$ cat src/rtl/ssd_decoder.sv
// ssd_decoder: recovers a 16-bit word from a multiplexed four-digit
// seven-segment display scan. Pins are synchronized, each digit must hold
// steady for STABLE_CYCLES samples before it is captured, and a frame is
// published once all four digit positions have been captured.
module ssd_decoder #(
  parameter int unsigned STABLE_CYCLES  = 16,
  parameter int unsigned TIMEOUT_CYCLES = 262144
) (
  input  logic        CLK,
  input  logic        RST_N,
  input  logic        SEN1,
  input  logic        SEN2,
  input  logic        SEN3,
  input  logic        SEN4,
  input  logic        SSA,
  input  logic        SSB,
  input  logic        SSC,
  input  logic        SSD,
  input  logic        SSE,
  input  logic        SSF,
  input  logic        SSG,
  output logic [15:0] WORD,
  output logic        VALID,
  output logic        ERR,
  output logic        STALL
);

  // Counter value seen on the cycle before the STABLE_CYCLES-th identical
  // sample; the acceptance edge moves it to STABLE_CYCLES-1.
  localparam logic [7:0]  ACCEPT_AT = 8'(STABLE_CYCLES - 2);
  localparam int unsigned IDLE_W    = $clog2(TIMEOUT_CYCLES + 1);
  localparam logic [IDLE_W-1:0] IDLE_MAX  = IDLE_W'(TIMEOUT_CYCLES);
  localparam logic [IDLE_W-1:0] IDLE_LAST = IDLE_W'(TIMEOUT_CYCLES - 1);

  // ---------------------------------------------------------------------
  // Input synchronization
  // Bit layout: [10:7] = {SEN1, SEN2, SEN3, SEN4}, [6:0] = {SSA..SSG}.
  // ---------------------------------------------------------------------
  logic [10:0] pins;
  logic [10:0] sync1_reg;
  logic [10:0] sync2_reg;

  assign pins = {SEN1, SEN2, SEN3, SEN4, SSA, SSB, SSC, SSD, SSE, SSF, SSG};

  // Two-flop synchronizer on every pin input
  always_ff @(posedge CLK or negedge RST_N) begin
    if (!RST_N) begin
      sync1_reg <= '0;
      sync2_reg <= '0;
    end else begin
      sync1_reg <= pins;
      sync2_reg <= sync1_reg;
    end
  end

  // ---------------------------------------------------------------------
  // Sample classification and segment decode
  // ---------------------------------------------------------------------
  logic [3:0] sel_hot;     // bit i high selects WORD[4*i+3 : 4*i]
  logic [6:0] seg_code;
  logic       is_sel;
  logic [3:0] seg_nib;
  logic       seg_bad;

  assign sel_hot  = ~sync2_reg[10:7];
  assign seg_code = sync2_reg[6:0];
  // Exactly one enable low; none or several low is a blank sample
  assign is_sel   = (sel_hot != 4'b0000) && ((sel_hot & (sel_hot - 4'd1)) == 4'b0000);

  // Segment code to nibble; unknown codes flag the digit as invalid
  always_comb begin
    seg_nib = 4'h0;
    seg_bad = 1'b0;
    case (seg_code)
      7'h7E: seg_nib = 4'h0;
      7'h30: seg_nib = 4'h1;
      7'h6D: seg_nib = 4'h2;
      7'h79: seg_nib = 4'h3;
      7'h33: seg_nib = 4'h4;
      7'h5B: seg_nib = 4'h5;
      7'h5F: seg_nib = 4'h6;
      7'h70: seg_nib = 4'h7;
      7'h7F: seg_nib = 4'h8;
      7'h7B: seg_nib = 4'h9;
      7'h77: seg_nib = 4'hA;
      7'h1F: seg_nib = 4'hB;
      7'h4E: seg_nib = 4'hC;
      7'h3D: seg_nib = 4'hD;
      7'h6F: seg_nib = 4'hE;
      7'h47: seg_nib = 4'hF;
      default: seg_bad = 1'b1;
    endcase
  end

  // ---------------------------------------------------------------------
  // Stability tracking and acceptance
  // ---------------------------------------------------------------------
  logic [10:0] prev_reg;
  logic [10:0] last_acc_reg;
  logic [7:0]  stab_cnt_reg;
  logic        first_reg;
  logic        armed_reg;
  logic        changed;
  logic        accept;

  // The very first sample after reset counts as a change.
  assign changed = first_reg || (sync2_reg != prev_reg);

  // A stable run is captured once. A short glitch followed by the original
  // code is not a new digit: only a blank, or a sample that differs from
  // the last captured one, allows another capture.
  assign accept = is_sel && !changed && (stab_cnt_reg == ACCEPT_AT) &&
                  (armed_reg || (sync2_reg != last_acc_reg));

  // Saturating stability counter plus acceptance arming
  always_ff @(posedge CLK or negedge RST_N) begin
    if (!RST_N) begin
      prev_reg     <= '0;
      last_acc_reg <= '0;
      stab_cnt_reg <= '0;
      first_reg    <= 1'b1;
      armed_reg    <= 1'b1;
    end else begin
      first_reg <= 1'b0;
      prev_reg  <= sync2_reg;
      if (!is_sel || changed) begin
        stab_cnt_reg <= '0;
      end else if (stab_cnt_reg != 8'hFF) begin
        stab_cnt_reg <= stab_cnt_reg + 8'd1;
      end
      if (!is_sel) begin
        armed_reg <= 1'b1;
      end else if (accept) begin
        armed_reg    <= 1'b0;
        last_acc_reg <= sync2_reg;
      end
    end
  end

  // ---------------------------------------------------------------------
  // Idle timeout
  // ---------------------------------------------------------------------
  logic [IDLE_W-1:0] idle_cnt_reg;
  logic              timeout_hit;

  // Acceptance wins over a timeout landing in the same cycle.
  assign timeout_hit = !accept && (idle_cnt_reg == IDLE_LAST);

  // Idle counter with hold at the limit; STALL tracks the expired state
  always_ff @(posedge CLK or negedge RST_N) begin
    if (!RST_N) begin
      idle_cnt_reg <= '0;
      STALL        <= 1'b0;
    end else if (accept) begin
      idle_cnt_reg <= '0;
      STALL        <= 1'b0;
    end else if (idle_cnt_reg != IDLE_MAX) begin
      idle_cnt_reg <= idle_cnt_reg + IDLE_W'(1);
      if (timeout_hit) begin
        STALL <= 1'b1;
      end
    end
  end

  // ---------------------------------------------------------------------
  // Frame buffer: one nibble, invalid mark and capture bit per digit
  // ---------------------------------------------------------------------
  logic [3:0]  mask_vec;
  logic [3:0]  inv_vec;
  logic [15:0] frame_vec;
  logic        complete;

  assign complete = (mask_vec == 4'hF);

  genvar gi;
  generate
    for (gi = 0; gi < 4; gi++) begin : g_digit
      logic       dig_mask_reg;
      logic       dig_inv_reg;
      logic [3:0] dig_nib_reg;

      // Capture this digit on acceptance; drop the mark on frame end or timeout
      always_ff @(posedge CLK or negedge RST_N) begin
        if (!RST_N) begin
          dig_mask_reg <= 1'b0;
          dig_inv_reg  <= 1'b0;
          dig_nib_reg  <= 4'h0;
        end else if (complete) begin
          dig_mask_reg <= 1'b0;
          dig_inv_reg  <= 1'b0;
        end else if (accept && sel_hot[gi]) begin
          dig_mask_reg <= 1'b1;
          dig_inv_reg  <= seg_bad;
          dig_nib_reg  <= seg_nib;
        end else if (timeout_hit) begin
          dig_mask_reg <= 1'b0;
          dig_inv_reg  <= 1'b0;
        end
      end

      assign mask_vec[gi]           = dig_mask_reg;
      assign inv_vec[gi]            = dig_inv_reg;
      assign frame_vec[4*gi +: 4]   = dig_nib_reg;
    end
  endgenerate

  // ---------------------------------------------------------------------
  // Frame publication
  // ---------------------------------------------------------------------
  // One cycle after the fourth capture: publish a clean frame or flag a bad one
  always_ff @(posedge CLK or negedge RST_N) begin
    if (!RST_N) begin
      WORD  <= 16'h0000;
      VALID <= 1'b0;
      ERR   <= 1'b0;
    end else begin
      VALID <= 1'b0;
      ERR   <= 1'b0;
      if (complete) begin
        if (inv_vec == 4'h0) begin
          WORD  <= frame_vec;
          VALID <= 1'b1;
        end else begin
          ERR <= 1'b1;
        end
      end
    end
  end

endmodule

$ cat config.mk
export PLATFORM = sky130hd
export DESIGN_NAME = ssd_decoder
export DESIGN_NICKNAME = d
export VERILOG_FILES = /design/src/rtl/ssd_decoder.sv
export SDC_FILE = /design/constraint.sdc
export NUM_CORES = 1
export LEC_CHECK = 0
export CORE_UTILIZATION = 30
export CTS_BUF_LIST = sky130_fd_sc_hd__clkbuf_4 sky130_fd_sc_hd__clkbuf_8 sky130_fd_sc_hd__clkbuf_16
export DETAILED_ROUTE_END_ITERATION = 8
export HOLD_SLACK_MARGIN = 0.06
export PLACE_DENSITY_LB_ADDON = 0.08
export SLEW_MARGIN = 0
export SYNTH_ARGS = -nofsm -noshare
export SYNTH_HDL_FRONTEND = slang
export SYNTH_SLANG_ARGS = --single-unit
$ cat constraint.sdc
create_clock -name CLK -period 3.5 [get_ports CLK]
set_clock_uncertainty 0.05 [all_clocks]
set_input_delay 0.7 -clock CLK [delete_from_list [all_inputs] [get_ports CLK]]
set_output_delay 0.7 -clock CLK [all_outputs]
set_load 0.01 [all_outputs]
==> results of run 1 <==
[final cells by class]
class	count	area, sq um
well taps	220	275.3
inverters	10	37.54
repair buffers	42	402.9
clock inverters	12	155.1
multi-input cells	325	2022
clock buffers	20	460.4
fillers	1628	10270
flip-flops and latches	116	2905
[metal layers]
layer | share of wire [%] | track usage (%)
met1 | 49 | 18.19
met2 | 46 | 20.34
met3 | 3.4 | 4.883
met4 | 1.2 | 5.685
met5 | 0 | 0
[worst max-delay path, delay by kind of cell (launching register included)]
kind	cells	cell delay, ns
simple gates	4	1.60
mux	1	0.31
xor+xnor	1	0.22
flops	1	0.52
[power by group through the flow]
| stage | Sequential (W) | Combinational [W] | Clock [W] |
|---|---|---|---|
| detailed placement | 0.00142 | 0.0000983 | 0 |
| floorplan | 0.00139 | 0.0000548 | 0 |
| CTS | 0.00139 | 0.0000986 | 0.00185 |
| global placement | 0.00142 | 0.0000975 | 0 |
| global route | 0.00139 | 0.000107 | 0.00191 |
| finish | 0.00139 | 0.0000940 | 0.00179 |
[worst min path at each step]
stage	slack [ns]	from	to	cells after the start
floorplan	0.28	sync1_reg[0]$_DFF_PN0_	sync2_reg[0]$_DFF_PN0_	0
global placement	0.28	sync1_reg[2]$_DFF_PN0_	sync2_reg[2]$_DFF_PN0_	0
detailed placement	0.28	sync1_reg[9]$_DFF_PN0_	sync2_reg[9]$_DFF_PN0_	0
CTS	0.29	RST_N	last_acc_reg[2]$_DFFE_PN0P_	1
global route	0.30	sync1_reg[4]$_DFF_PN0_	sync2_reg[4]$_DFF_PN0_	0
finish	0.28	RST_N	WORD[1]$_DFFE_PN0P_	1
[logic make-up after synthesis]
family | count (synthesis) | synth area share, %
AND/OR/NAND/NOR | 222 | 22.23
flip-flops | 116 | 57.36
XOR/XNOR | 45 | 7.782
AO/OA/AOI/OAI | 36 | 4.496
buffers and inverters | 34 | 2.717
multiplexers | 17 | 4.348
adder cells (fa/ha/maj) | 4 | 0.9882
other | 1 | 0.07404
[per-stage QoR]
| step | std cells | cell area (sq um) | util (%) | hold WS, ns | total power [W] |
|---|---|---|---|---|---|
| final | 745 | 6259 | 37.87 | 0.2774 | 0.003278 |
| after global routing | 745 | 6259 | 37.87 | 0.3036 | 0.003416 |
| after CTS | 745 | 6259 | 37.87 | 0.2947 | 0.003338 |
| after detailed placement | 713 | 5643 | 34.15 | 0.2847 | 0.001514 |
| after global placement | 713 | 5643 | 34.15 | 0.2838 | 0.001513 |
| after floorplan | 475 | 5065 | - | 0.2812 | 0.001449 |
[cell usage in the layout (no fill, tap or decap), types with 3 or more instances in the layout]
master	Yosys	routed
and4b_1	4	4
nand2b_1	3	3
clkinvlp_4	0	5
o21ai_0	5	5
clkdlybuf4s50_1	0	30
nor4_1	9	9
buf_4	1	11
o31ai_1	3	3
mux2_2	8	8
a21oi_1	13	13
nand4_1	21	21
nand4b_1	3	3
o211ai_1	4	4
xor2_1	24	24
bufinv_16	0	3
inv_1	9	9
or4_1	7	7
clkbuf_16	0	17
and4_1	3	3
a211oi_1	4	4
xnor2_1	21	21
ha_1	4	4
nor2_1	33	33
nand2_1	94	94
mux2_4	8	8
nand3_1	17	17
nor3_1	9	9
dfrtp_1	114	114
==> metrics, run 1 <==
Max clock buf depth=2; CTS Buf Count=17; largest net degree at the start of global routing=52; Worst path slowest cell=dfrtp_1; # rows=47; Synth area leaders=dfrtp_1 (56%), nand2_1 (7.0%), xor2_1 (4.2%), xnor2_1 (3.6%), nand4_1 (2.6%); die area=approximately 17000 sq um; Comb pwr share=2.9%; Final Worst Setup Slack=approximately 0.67 ns; Tcrit/Tclk final=a little over 80%; Antenna Diode Count=0; # DRC=0; post-synth net total=approximately 490; CTS tree=yes; Final Max Tran Viols=0; Setup CP Type=flop to flop; number of flops mapped to enable cells by yosys=0; clock share of power=a little over half; share of cells above drive strength 1=13.52%; Routed WL per cell=~14 um; Synth-to-Final Area Change=23.57%; Clock Sinks=116; antenna-violating nets left=0; status=completed; critical path's most frequent cell=or4_1; synth warn=0; Primary FF master, synth=dfrtp_1; insertion delay to the later sink of the worst-skew pair=between 0.4 and 0.5 ns; Period minus WS final=~2.8 ns; worst min-delay path category=input port to async pin; max cap viols=0; Iter 0 DRT Violations=between 100 and 150; core area=roughly 17000 sq um; fmax=~350 MHz; R2R setup slack=approximately 0.67 ns; Mapped Cells=roughly 480; CTS HTree Levels=4; Least-Margin Pin Slew=around 0.74 ns; area leader, netlist=dfrtp_1; synth cell count leaders=dfrtp_1 (114), nand2_1 (94), nor2_1 (33), xor2_1 (24); CTS root buffer=clkbuf_16; CP Cell Sequence=xor2_1 -> or4_1 -> or4_1 -> nand3b_4 -> or3_4 -> mux2_4; asr flop ratio synth=100.0%; CP Launch Point=sync2_reg[9]$_DFF_PN0_; Syn Area/Cell=10.66 sq um; Synth Register Bits=around 120; Lkg Pwr=2.857 nW; Final Routed Wirelength=between 10 and 15 mm; setup TNS=0 ns; slew margin rel.=roughly half; number of distinct library cells after synthesis=50; 1st-pass router iterations=4; CTS hold repair buffers=0; number of global-route vias before repair=between 3000 and 4000; slowest stage delay, CP=0.52 ns; grt ovf=0; Psw=about 0.00071 W; clock transition at the registers of the reported paths=about 0.060 ns; CP endpoint=g_digit[0].dig_nib_reg[1]$_DFFE_PN0P_; RD Place Congestion=~0.76; depth of the most critical reg-to-reg path=6; Place WS=a little under 0.7 ns; worst IR drop on VDD=~320 uV; max reg flops=19; reg2reg end=g_digit[0].dig_nib_reg[1]$_DFFE_PN0P_; endpoint class of the critical path=flop; setup violators final=0; estimated wirelength of the detail-placed design=slightly above 7 mm; count leader, synth=dfrtp_1; initial antenna violation count=0; I/O Buffers=31; Fin. Hold Viols=0; Req. time, crit path=~3.7 ns; critical path startpoint category=flop; Post CTS Setup Buffer Count=0; worst r2r src=sync2_reg[9]$_DFF_PN0_; crit path DAT=3.08 ns; Int Pwr=roughly 0.0026 W; cell area after synthesis=a little over 5000 sq um; Sw Ratio=between 20% and 30%; global-route wire length before repair=around 18 mm; CTS resizes=0; RSZ-0062 raised after global routing=false; fin nets=~530; Sequential Power Share=a little over two fifths; pwr dens=523.7 nW/um^2; drt via density=roughly 4.6; DR vias=~3400; Initial Utilization=just over 30%; sequential area share after synthesis=57.36%; Die H=approximately 130 um; # IOs=32; Worst Path Max Fanout=14; Die Width=131.9 um; GRT Total Usage=a little over an eighth; Synth top area share=between 50% and 60%
No activity file was read; power rests on OpenSTA's default activity.
==> run 2, diff against run 1 <==
Clock period 3.5 ns to 2.4 ns, I/O delays scaled along.
==> run 2 against run 1 <==
The run now ends with negative setup slack left. Clock power grew 50%. Fmax grew 9.9%. Design area grew 7.8%. Die area is the same.
==> metrics, run 2 (synthesis results as in run 1) <==
CP Launch Point=sync2_reg[9]$_DFF_PN0_; Finished Layout Cells=787 (+5.6%); insertion delay to the later sink of the worst-skew pair=0.41 ns (about the same); worst min-delay path category=flop to flop; RSZ-0062 raised after global routing=true; RD Place Congestion=0.7899 (+4.1%); # rows=47 (unchanged); Placed Cells=749 (+5.0%); number of global-route vias before repair=3640 (+4.4%); commonest non-fill, non-tap cells in the layout=dfrtp_1 (114), nand2_1 (94), buf_4 (42); # IOs=32 (unchanged); Antenna Diode Count=0 (unchanged); 1st-pass router iterations=4 (unchanged); endpoint class of the critical path=flop; Worst Path Max Fanout=6 (-8); Setup CP Type=flop to flop; Final Routed Wirelength=10.82 mm (+0.59%); pwr dens=725.6 nW/um^2 (+39%); Fin. Hold Viols=0 (unchanged); DR vias=3600 (+4.5%); worst r2r src=sync2_reg[9]$_DFF_PN0_; initial antenna violation count=0 (unchanged); drt via density=4.574 (-1.1%); Clock Sinks=116 (unchanged); slew margin rel.=64.94% (+14 points); die area=17410 sq um (unchanged); reg2reg end=g_digit[2].dig_nib_reg[2]$_DFFE_PN0P_; setup violators final=54 (+54); Fill cells=1625 (-0.18%); Max clock buf depth=2 (unchanged); fmax=388.3 MHz (+9.9%); Final Max Tran Viols=0 (unchanged); R2R setup slack=-0.18 ns (-0.84 ns); failing checks=negative setup slack; max reg flops=19 (unchanged); most common cell after layout, fill and taps aside=dfrtp_1; fin nets=571 (+7.9%); critical path startpoint category=flop; CP endpoint=g_digit[2].dig_nib_reg[2]$_DFFE_PN0P_; GRT Total Usage=13.60% (-0.14 points); clock transition at the registers of the reported paths=0.06 ns (about the same); Iter 0 DRT Violations=195 (+36%); Req. time, crit path=2.64 ns (-1.10 ns); largest net degree at the start of global routing=44 (-15%); Die H=131.9 um (unchanged); crit path DAT=2.82 ns (-0.26 ns); estimated wirelength of the detail-placed design=7.296 mm (+2.9%); # DRC=0 (unchanged); max cap viols=0 (unchanged); core area=16520 sq um (unchanged); Lkg Pwr=3.118 nW (+9.1%); CTS tree=yes; Least-Margin Pin Slew=0.5210 ns (-0.2152 ns); Synth-to-Final Area Change=33.25%; Final Worst Setup Slack=-0.1755 ns (-0.8445 ns); Period minus WS final=2.576 ns (-0.2555 ns); Routed WL per cell=13.75 um (-4.8%); I/O Buffers=31 (unchanged); Tcrit/Tclk final=107.3% (+26 points); worst IR drop on VDD=443.6 uV (+39%); CTS HTree Levels=4 (unchanged); CTS root buffer=clkbuf_16; global-route wire length before repair=18.47 mm (+0.83%); CTS Buf Count=17 (unchanged); antenna-violating nets left=0 (unchanged); Initial Utilization=30.65% (unchanged); Hold WS=0.2957 ns (+0.01834 ns); depth of the most critical reg-to-reg path=6 (unchanged); share of cells above drive strength 1=20.46% (+6.9 points); Die Width=131.9 um (unchanged); status=finished, violations left; grt ovf=0 (unchanged)
[run 2: changes by cell type in the layout (fill, tap and decap cells not counted), moves of 2 or more]
cell        before  now
inv_6            0    2
clkinv_4         2    4
buf_4           11   42
clkbuf_8         2    0
mux2_2           8    0
buf_6            0    2
clkinvlp_4       5    3
mux2_4           8   16
buf_12           1    7
[run 2: how the worst min path moves through the flow]
stage,endpoint,cells past startpoint,from
after floorplan,ERR$_DFF_PN0_,0,RST_N
after global placement,sync2_reg[5]$_DFF_PN0_,0,sync1_reg[5]$_DFF_PN0_
after detailed placement,sync2_reg[0]$_DFF_PN0_,0,sync1_reg[0]$_DFF_PN0_
after CTS,sync2_reg[6]$_DFF_PN0_,0,sync1_reg[6]$_DFF_PN0_
after global routing,sync2_reg[7]$_DFF_PN0_,0,sync1_reg[7]$_DFF_PN0_
final,sync2_reg[6]$_DFF_PN0_,0,sync1_reg[6]$_DFF_PN0_
[run 2: what timing repair did]
item	in CTS	in global routing
setup buffers	0	4
setup endpoints to repair	54	54
resized for setup	15	5
hold buffers	1	0
gates cloned	0	1
pin swaps	0	2
endpoints found under the hold margin	33	0
[run 2: stage by stage]
step | total power (W) | util (%) | TNS (ns) | instance area, sq um | setup slack [ns]
after floorplan | 0.002115 | - | -4.566 | 5101 | -0.3185
after global placement | 0.002247 | 36.16 | -6.370 | 5976 | -0.1878
after detailed placement | 0.002248 | 36.16 | -7.740 | 5976 | -0.2072
after CTS | 0.004988 | 40.39 | -3.934 | 6674 | -0.1898
after global routing | 0.005090 | 40.84 | -11.14 | 6749 | -0.2644
final | 0.004897 | 40.84 | -6.361 | 6749 | -0.1755
[run 2: metal layers]
layer / up-vias / track usage [%] / share of wire (%)
met2: 56 / 21.34 / 47
met5: - / 0 / 0
met4: 0 / 5.426 / 1.3
met3: 11 / 4.037 / 2.8
li1: 1793 / - / -
met1: 1740 / 17.57 / 48
[run 2: layout make-up]
cell class | count | area [sq um] | area share [%]
multi-input cells | 325 | 2072 | 30.70
clock inverters | 15 | 205.2 | 3.040
repair buffers | 84 | 828.3 | 12.27
clock buffers | 17 | 425.4 | 6.303
well taps | 220 | 275.3 | 4.079
inverters | 10 | 37.54 | 0.5562
flip-flops and latches | 116 | 2905 | 43.05
[run 2: where the power goes]
group,switching (W),leakage (nW),total [W],internal [W]
Combinational,0.000108,1.30,0.000203,0.0000954
Clock,0.000943,0.300,0.00269,0.00174
Sequential,0.0000207,1.52,0.00201,0.00199
[run 2: critical path, stage by stage, from the launching register on]
cell	delay (ns)
dfrtp_1	0.39
xor2_1	0.16
or4_1	0.50
or4_4	0.44
nand3b_4	0.21
or3_4	0.40
mux2_4	0.31
==> run 3, diff against run 2 <==
Settings changed: CELL_PAD_IN_SITES_DETAIL_PLACEMENT set to 1, CELL_PAD_IN_SITES_GLOBAL_PLACEMENT set to 1, PLACE_DENSITY_LB_ADDON 0.08 to 0.1.
==> run 3 against run 2 <==
The run still ends with negative setup slack left. First-iteration DRC count grew 1.5%. Via count grew 4.7%. Non-clock buffer count grew 4. Sequential power is essentially flat. Fmax shrank 1.2%. Die area is the same. Critical path type unchanged.
==> metrics, run 3 (synthesis results as in run 1) <==
Layout Utilization=40.72% (-0.12 points); grt ovf=0 (unchanged); Int Pwr=0.003614 W (-5.5%); # DRC=0 (unchanged); Antenna Diode Count=0 (unchanged); Die H=131.9 um (unchanged); RD Place Congestion=0.7587 (-3.9%); Sequential Power Share=42.8% (+1.8 points); most common cell after layout, fill and taps aside=dfrtp_1; Req. time, crit path=2.64 ns (about the same); fin nets=575 (+0.70%); Worst Path Max Fanout=7 (+1); estimated wirelength of the detail-placed design=8.358 mm (+15%); Routed WL per cell=15.23 um (+11%); initial antenna violation count=0 (unchanged); core area=16520 sq um (unchanged); DR vias=3768 (+4.7%); CTS root buffer=clkbuf_16; die area=17410 sq um (unchanged); status=finished, violations left; # rows=47 (unchanged); Sw Ratio=23.07% (+1.2 points); worst min-delay path category=flop to flop; Psw=0.001083 W (+1.1%); Synth-to-Final Area Change=32.86%; worst IR drop on VDD=469.6 uV (+5.9%); Comb pwr share=4.4% (+0.2 points); CTS Buf Count=17 (unchanged); Final Max Tran Viols=0 (unchanged); fmax=383.7 MHz (-1.2%); max reg flops=19 (unchanged); number of global-route vias before repair=4061 (+12%); Tcrit/Tclk final=108.6% (+1.3 points); global-route wire length before repair=20.93 mm (+13%); slew margin rel.=62.20% (-2.7 points); failing checks=negative setup slack; RSZ-0062 raised after global routing=true; 1st-pass router iterations=4 (unchanged); critical path startpoint category=flop; share of cells above drive strength 1=21.54% (+1.1 points); Hold WS=0.2968 ns (+0.001017 ns); CTS tree=yes; Lkg Pwr=3.114 nW (-0.14%); Place WS=-0.2040 ns (+0.003201 ns); max cap viols=0 (unchanged); Final Routed Wirelength=12.05 mm (+11%); Initial Utilization=30.65% (unchanged); Max clock buf depth=2 (unchanged); Clock Sinks=116 (unchanged); GRT Total Usage=15.31% (+1.7 points); clock transition at the registers of the reported paths=0.06 ns (about the same); insertion delay to the later sink of the worst-skew pair=0.41 ns (about the same); Least-Margin Pin Slew=0.5670 ns (+0.04596 ns); Die Width=131.9 um (unchanged); CTS HTree Levels=4 (unchanged); Fin. Hold Viols=0 (unchanged); Iter 0 DRT Violations=198 (+1.5%); endpoint class of the critical path=flop; crit path DAT=2.85 ns (+0.03 ns); largest net degree at the start of global routing=41 (-6.8%); I/O Buffers=31 (unchanged); setup violators final=54 (unchanged); Setup CP Type=flop to flop; Fill cells=1804 (+11%); Final Worst Setup Slack=-0.2061 ns (-0.03054 ns); commonest non-fill, non-tap cells in the layout=dfrtp_1 (114), nand2_1 (91), buf_4 (45); antenna-violating nets left=0 (unchanged); clock share of power=52.8% (-2.1 points); drt via density=4.764 (+4.1%); Period minus WS final=2.606 ns (+0.03054 ns); pwr dens=698.1 nW/um^2 (-3.8%); # IOs=32 (unchanged)
## run 3: worst paths after layout
| kind | from | endpoint | slack, ns | depth (start not counted) |
|---|---|---|---|---|
| hold reg to reg | sync1_reg[2]$_DFF_PN0_ | sync2_reg[2]$_DFF_PN0_ | 0.30 | 0 |
| setup / recovery | sync2_reg[9]$_DFF_PN0_ | g_digit[2].dig_nib_reg[2]$_DFFE_PN0P_ | -0.21 | 6 |
| min in group asynchronous | RST_N | WORD[0]$_DFFE_PN0P_ | 0.54 | 2 |
| setup reg to reg | sync2_reg[9]$_DFF_PN0_ | g_digit[2].dig_nib_reg[2]$_DFFE_PN0P_ | -0.21 | 6 |
| hold / removal | sync1_reg[2]$_DFF_PN0_ | sync2_reg[2]$_DFF_PN0_ | 0.30 | 0 |
| max in group asynchronous | RST_N | last_acc_reg[3]$_DFFE_PN0P_ | 1.14 | 3 |
## run 3: final cells by class
cell class	instances	area [sq um]	area share, %
multi-input cells	325	2082	30.94
repair buffers	88	844.6	12.55
well taps	220	275.3	4.091
clock inverters	15	158.9	2.361
clock buffers	17	425.4	6.322
flip-flops and latches	116	2905	43.18
inverters	10	37.54	0.5578
## run 3: per-layer routing
metal	vias up	global-route usage, %	wire [um]	part of all wire [%]
li1	1806	-	-	-
met1	1888	20.46	5866	49
met2	55	23.60	5569	46
met3	19	3.768	377	3.1
met4	0	6.525	236	2.0
met5	-	0	0	0
## run 3: power by group through the flow
stage	Sequential [W]	Combinational (W)	Clock (W)
global placement	0.00204	0.000204	0
detailed placement	0.00204	0.000207	0
floorplan	0.00203	0.0000816	0
finish	0.00201	0.000207	0.00248
CTS	0.00201	0.000212	0.00254
global route	0.00201	0.000231	0.00264
## run 3: stage by stage
step	setup TNS, ns	power, W	cell area (sq um)	std cells
after floorplan	-4.566	0.002115	5101	475
after global placement	-5.151	0.002247	5958	750
after detailed placement	-7.120	0.002251	5958	750
after CTS	-4.181	0.004767	6626	785
after global routing	-11.13	0.004887	6729	791
final	-7.383	0.004697	6729	791
## run 3: critical path, stage by stage (launching register included)
cell,delay [ns]
dfrtp_1,0.38
xor2_1,0.17
or4_1,0.51
or4_4,0.44
nand3b_4,0.22
or3_4,0.40
mux2_4,0.31
## run 3: timing repair
action	in CTS	in global routing
cloned	0	2
resized for setup	15	10
setup endpoints to repair	54	54
setup buffers	2	5
endpoints found under the hold margin	35	0
pin swaps	1	1
hold buffers	1	0
==> patch 1, RTL diff (flow settings as in run 1) <==
Set the parameter `TIMEOUT_CYCLES` to 131072 (it was 262144).
--- a/src/rtl/ssd_decoder.sv
+++ b/src/rtl/ssd_decoder.sv
@@ -4,7 +4,7 @@
 // published once all four digit positions have been captured.
 module ssd_decoder #(
   parameter int unsigned STABLE_CYCLES  = 16,
-  parameter int unsigned TIMEOUT_CYCLES = 262144
+  parameter int unsigned TIMEOUT_CYCLES = 131072
 ) (
   input  logic        CLK,
   input  logic        RST_N,
Behaviour: same outputs for any inputs over 10 cycles, from zero or initial values and one cycle with RST_N low; that may be too few to reach the edited logic, so the function may still have changed.
==> patch 1 against run 1 <==
Global-route usage is 0.80 points lower; non-clock buffer count is 2 higher; clock power is 8% lower; sequential cell count is 1 lower; cell area is 0.84% lower; setup slack better by 0.037 ns; area after synthesis is 0.42% higher; wire length is 6.7% lower; total power is 4.8% lower; die area is 0.41% higher; highest routed layer unchanged.
==> patch 1: results (changes against run 1) <==
- Net switching power of the design: 0.645 mW (-9.7%)
- Result of the run: completed
- Met3 capacity usage during global routing: 4.19% (-0.69 points)
- Proportion of synthesized chip area in sequential cells: 56.6% (-0.73 points)
- Maximum number of pins on one net before global-route repair: 47 (-9.6%)
- Wire length on met3: 274 um (-25%)
- Distinct cells, synth: 45 (-10%)
- Met2 WL: 4670 um (-6.3%)
- Proportion of layout cells with a drive suffix above 1: 16.3% (+2.8 points)
- Number of filler instances in the final layout: 1672 (+2.7%)
- First-pass GRT wire length: 17500 um (-4.5%)
- Number of global-route vias before repair: 3378 (-3.1%)
- Signal arrival time at the worst endpoint: 3.03 ns (-0.05 ns)
- Number of flip-flops in the largest register: 18 (-1)
- Net count reported at finish: 512 (-3.2%)
- DR vias/cell: 4.49 (-3.0%)
- Met1 usage in global routing: 16.6% (-1.6 points)
- Clock network fraction of total power: 52.6% (-2.1 points)
- Leading cell types by count after synthesis: dfrtp_1, nand2_1, nor2_1, xor2_1, xnor2_1
- GRT Overall Usage: 12.9% (-0.80 points)
- Synth Area in Compound Gates: 3.84% (-0.66 points)
- Leak pwr: 2.84 nW (-0.50%)
- Net count after synthesis: 476 (-3.3%)
- Worst slack at placement: 0.702 ns (+0.0172 ns)
- Leading cell types by total area after synthesis: dfrtp_1, nand2_1, mux2_4
- Synthesized-area fraction occupied by adder cells: 0.984% (-0.0041 points)
- Met2 Resource Use GR: 20.3% (-0.088 points)
- Share of power burned in registers: 43.9% (+1.4 points)
- Final estimated routing congestion in global placement: 0.752 (-0.87%)
- Register area: 2880 sq um (-0.86%)
- Total iterations of the first detailed-routing run: 5 (+1)
- Multiplexer area fraction after synthesis: 8.44% (+4.1 points)
- Post-place instance area: 5640 sq um (-0.11%)
- Total internal power: 2.48 mW (-3.4%)
- Final std cells w/o fill: 728 (-2.3%)
- Worst hold slack: 0.249 ns (-0.0285 ns)
- Worst VDD drop: 333 uV (+4.7%)
- Mean post-synth cell area: 11.1 sq um (+3.9%)
- Xor and xnor fraction of the mapped netlist area: 7.92% (+0.14 points)
- Post-DP HPWL: 6820 um (-3.8%)
- Worst-Margin Slew: 0.631 ns (-0.105 ns)
patch 1: cell types whose count changed after synthesis, moves of 4 or more:
cell,before,now
a21oi_1,13,9
buf_6,0,5
mux2_2,8,15
mux2_4,8,16
nand2_1,94,77
nand3_1,17,11
nand4_1,21,14
nor2_1,33,37
o211ai_1,4,0
o21ai_0,5,9
or3_1,2,8
or4_1,7,3
patch 1: critical path: stages, from the launching register on:
cell,delay (ns)
dfrtp_1,0.48
xor2_1,0.20
or4_1,0.49
or4_1,0.45
nand3b_4,0.20
or3_1,0.46
mux2_4,0.34
patch 1: logic make-up after synthesis:
logic type                 after synthesis
and+or+nand+nor                        193
AOI/OAI and AO/OA                       31
DFF                                    115
xor gates and xnor gates                46
buffers and inverters                   36
muxes                                   33
other                                    1
adders and majority gates                4
patch 1: area by class of cell:
cell class                      count  area share [%]
Sequential cell                   115            46.4
Multi-Input combinational cell    308            32.7
Clock buffer                       27            8.37
Timing Repair Buffer               44            6.73
Tap cell                          220            4.44
Clock inverter                      5           0.806
Inverter                            9           0.544
==> patch 2, RTL diff (flow settings as in run 1) <==
Made on the original files. Make the reset (`RST_N`) synchronous in 5 clocked blocks.
--- a/src/rtl/ssd_decoder.sv
+++ b/src/rtl/ssd_decoder.sv
@@ -43,7 +43,7 @@
   assign pins = {SEN1, SEN2, SEN3, SEN4, SSA, SSB, SSC, SSD, SSE, SSF, SSG};
 
   // Two-flop synchronizer on every pin input
-  always_ff @(posedge CLK or negedge RST_N) begin
+  always_ff @(posedge CLK) begin
     if (!RST_N) begin
       sync1_reg <= '0;
       sync2_reg <= '0;
@@ -113,7 +113,7 @@
                   (armed_reg || (sync2_reg != last_acc_reg));
 
   // Saturating stability counter plus acceptance arming
-  always_ff @(posedge CLK or negedge RST_N) begin
+  always_ff @(posedge CLK) begin
     if (!RST_N) begin
       prev_reg     <= '0;
       last_acc_reg <= '0;
@@ -147,7 +147,7 @@
   assign timeout_hit = !accept && (idle_cnt_reg == IDLE_LAST);
 
   // Idle counter with hold at the limit; STALL tracks the expired state
-  always_ff @(posedge CLK or negedge RST_N) begin
+  always_ff @(posedge CLK) begin
     if (!RST_N) begin
       idle_cnt_reg <= '0;
       STALL        <= 1'b0;
@@ -180,7 +180,7 @@
       logic [3:0] dig_nib_reg;
 
       // Capture this digit on acceptance; drop the mark on frame end or timeout
-      always_ff @(posedge CLK or negedge RST_N) begin
+      always_ff @(posedge CLK) begin
         if (!RST_N) begin
           dig_mask_reg <= 1'b0;
           dig_inv_reg  <= 1'b0;
@@ -208,7 +208,7 @@
   // Frame publication
   // ---------------------------------------------------------------------
   // One cycle after the fourth capture: publish a clean frame or flag a bad one
-  always_ff @(posedge CLK or negedge RST_N) begin
+  always_ff @(posedge CLK) begin
     if (!RST_N) begin
       WORD  <= 16'h0000;
       VALID <= 1'b0;
Behaviour: no difference found for any inputs over 10 cycles, from zero or initial values and one cycle with RST_N low; that may be too few to reach the edited logic, so the function may still have changed.
==> patch 2 against run 1 <==
Total power decreased by 2.0%; fmax is 6.0% higher; area after synthesis fell by 3.3%; highest routed layer unchanged; wire length rose by 0.21%; synthesized cell count increased by 13%; critical endpoint is now g_digit[3].dig_nib_reg[0]$_SDFFE_PN0P_; cell area down 4.4%; via count up 6.8%; sequential cell count unchanged; setup slack better by 0.16 ns; first-iteration DRC count up 36%; combinational power rose by 15%; count of clock-buffer cells in the layout is 1 lower.
==> patch 2: results (changes against run 1) <==
- Result of the run: completed
- Proportion of synthesized chip area in sequential cells: 47.4% (-9.9 points)
- Number of flip-flops in the largest register: 19 (unchanged)
- Multi-input gates: 376 (+16%)
- Post-synthesis async set-or-reset flop share: 0% (-100 points)
- Final-layout clock buffer total: 19 (-5.0%)
- Net count after synthesis: 553 (+12%)
- Path type of the worst min-delay path: reg2reg
- Number of sequential cells: 116 (unchanged)
- Slowest library cell on the worst path: dfxtp_1
- Net count reported at finish: 578 (+9.3%)
- Core footprint: 15900 sq um (-3.9%)
- Multiplexer area fraction after synthesis: 5.72% (+1.4 points)
- Post-DP HPWL: 7110 um (+0.29%)
- Post-place instance area: 5380 sq um (-4.6%)
- Dominant register cell in the synthesized netlist: dfxtp_1
- GRT Overall Usage: 14.2% (+0.50 points)
- Number of port buffers: 31 (unchanged)
- Distinct cells, synth: 45 (-10%)
- Xor and xnor fraction of the mapped netlist area: 8.05% (+0.27 points)
- Critical path fanouts, max: 17 (+3)
- Antenna violations before repair: 0 (unchanged)
- Signal arrival time at the worst endpoint: 2.96 ns (-0.12 ns)
- Mean post-synth cell area: 9.14 sq um (-14%)
- Area share of buffers outside the clock network: 6.48% (+0.047 points)
- Violation count after the first detailed-route iteration: 194 (+36%)
- Synth Area in Compound Gates: 6.18% (+1.7 points)
- Number of global-route vias before repair: 3580 (+2.7%)
- Maximum number of pins on one net before global-route repair: 55 (+5.8%)
- Synthesized-area fraction occupied by adder cells: 1.02% (+0.034 points)
- Leading cell types by total area after synthesis: dfxtp_1, mux2i_1, nand2_1
- Worst-Margin Slew: 0.945 ns (+0.209 ns)
- Number of filler instances in the final layout: 1667 (+2.4%)
- Biggest cell delay along the critical path: 0.66 ns (+0.14 ns)
- First-pass GRT wire length: 18100 um (-1.3%)
- P per Cell Area: 537 nW/um^2 (+2.6%)
- Total instance count after detailed placement: 758 (+6.3%)
- Worst slack at placement: 0.843 ns (+0.158 ns)
- DR vias/cell: 4.66 (+0.73%)
- Register area: 2320 sq um (-20%)
- Total wire length after detailed routing: 10800 um (+0.21%)
- Proportion of layout cells with a drive suffix above 1: 8.54% (-5.0 points)
- Leak pwr: 2.13 nW (-26%)
- Worst VDD drop: 323 uV (+1.6%)
- Clk cell area share: 10.0% (+0.20 points)
- Vias after detailed routing: 3681 (+6.8%)
- Share of the final layout cell area in multi-input gates: 39.6% (+7.3 points)
## patch 2: cell types whose count changed in the layout (fill, tap and decap cells not counted), sizes merged, moves of 16 or more
cell | before | now
dfxtp | 0 | 116
dfrtp | 114 | 0
and2 | 1 | 35
mux2i | 1 | 28
nand2 | 94 | 72
mux2 | 16 | 0
nor2 | 33 | 49
## patch 2: worst paths after layout
kind / start / end / slack (ns) / cells past startpoint
worst max-delay path: sync2_reg[3]$_SDFF_PN0_ / g_digit[3].dig_nib_reg[0]$_SDFFE_PN0P_ / 0.83 / 7
worst min-delay path: sync1_reg[6]$_SDFF_PN0_ / sync2_reg[6]$_SDFF_PN0_ / 0.38 / 1
worst max register to register: sync2_reg[3]$_SDFF_PN0_ / g_digit[3].dig_nib_reg[0]$_SDFFE_PN0P_ / 0.83 / 7
worst min register to register: sync1_reg[6]$_SDFF_PN0_ / sync2_reg[6]$_SDFF_PN0_ / 0.38 / 1
## patch 2: worst reg2reg max path, stage by stage, from the launching register on
cell	delay, ns
dfxtp_1	0.66
xnor2_1	0.18
nand4_1	0.12
nor4_2	0.33
and4_1	0.28
buf_4	0.27
nor3b_2	0.45
mux2i_1	0.25
## patch 2: cell families after synthesis
logic type / count (synthesis)
muxes: 28
adders and majority gates: 4
DFF: 116
buffers and inverters: 44
and+or+nand+nor: 249
AOI/OAI and AO/OA: 50
xor gates and xnor gates: 45
## patch 2: power by group
part | internal [mW] | switching (mW)
clock | 1.13 | 0.616
sequential | 1.34 | 0.0196
combinational | 0.0475 | 0.0602
total | 2.52 | 0.696
## patch 2: layer usage
layer | global-route usage [%] | vias to the layer above | share of wire, %
met2 | 22.1 | 32 | 47
met1 | 18.3 | 1764 | 50
met5 | 0 | - | 0
met3 | 4.43 | 10 | 2.1
met4 | 5.95 | 0 | 1.2
li1 | - | 1875 | -
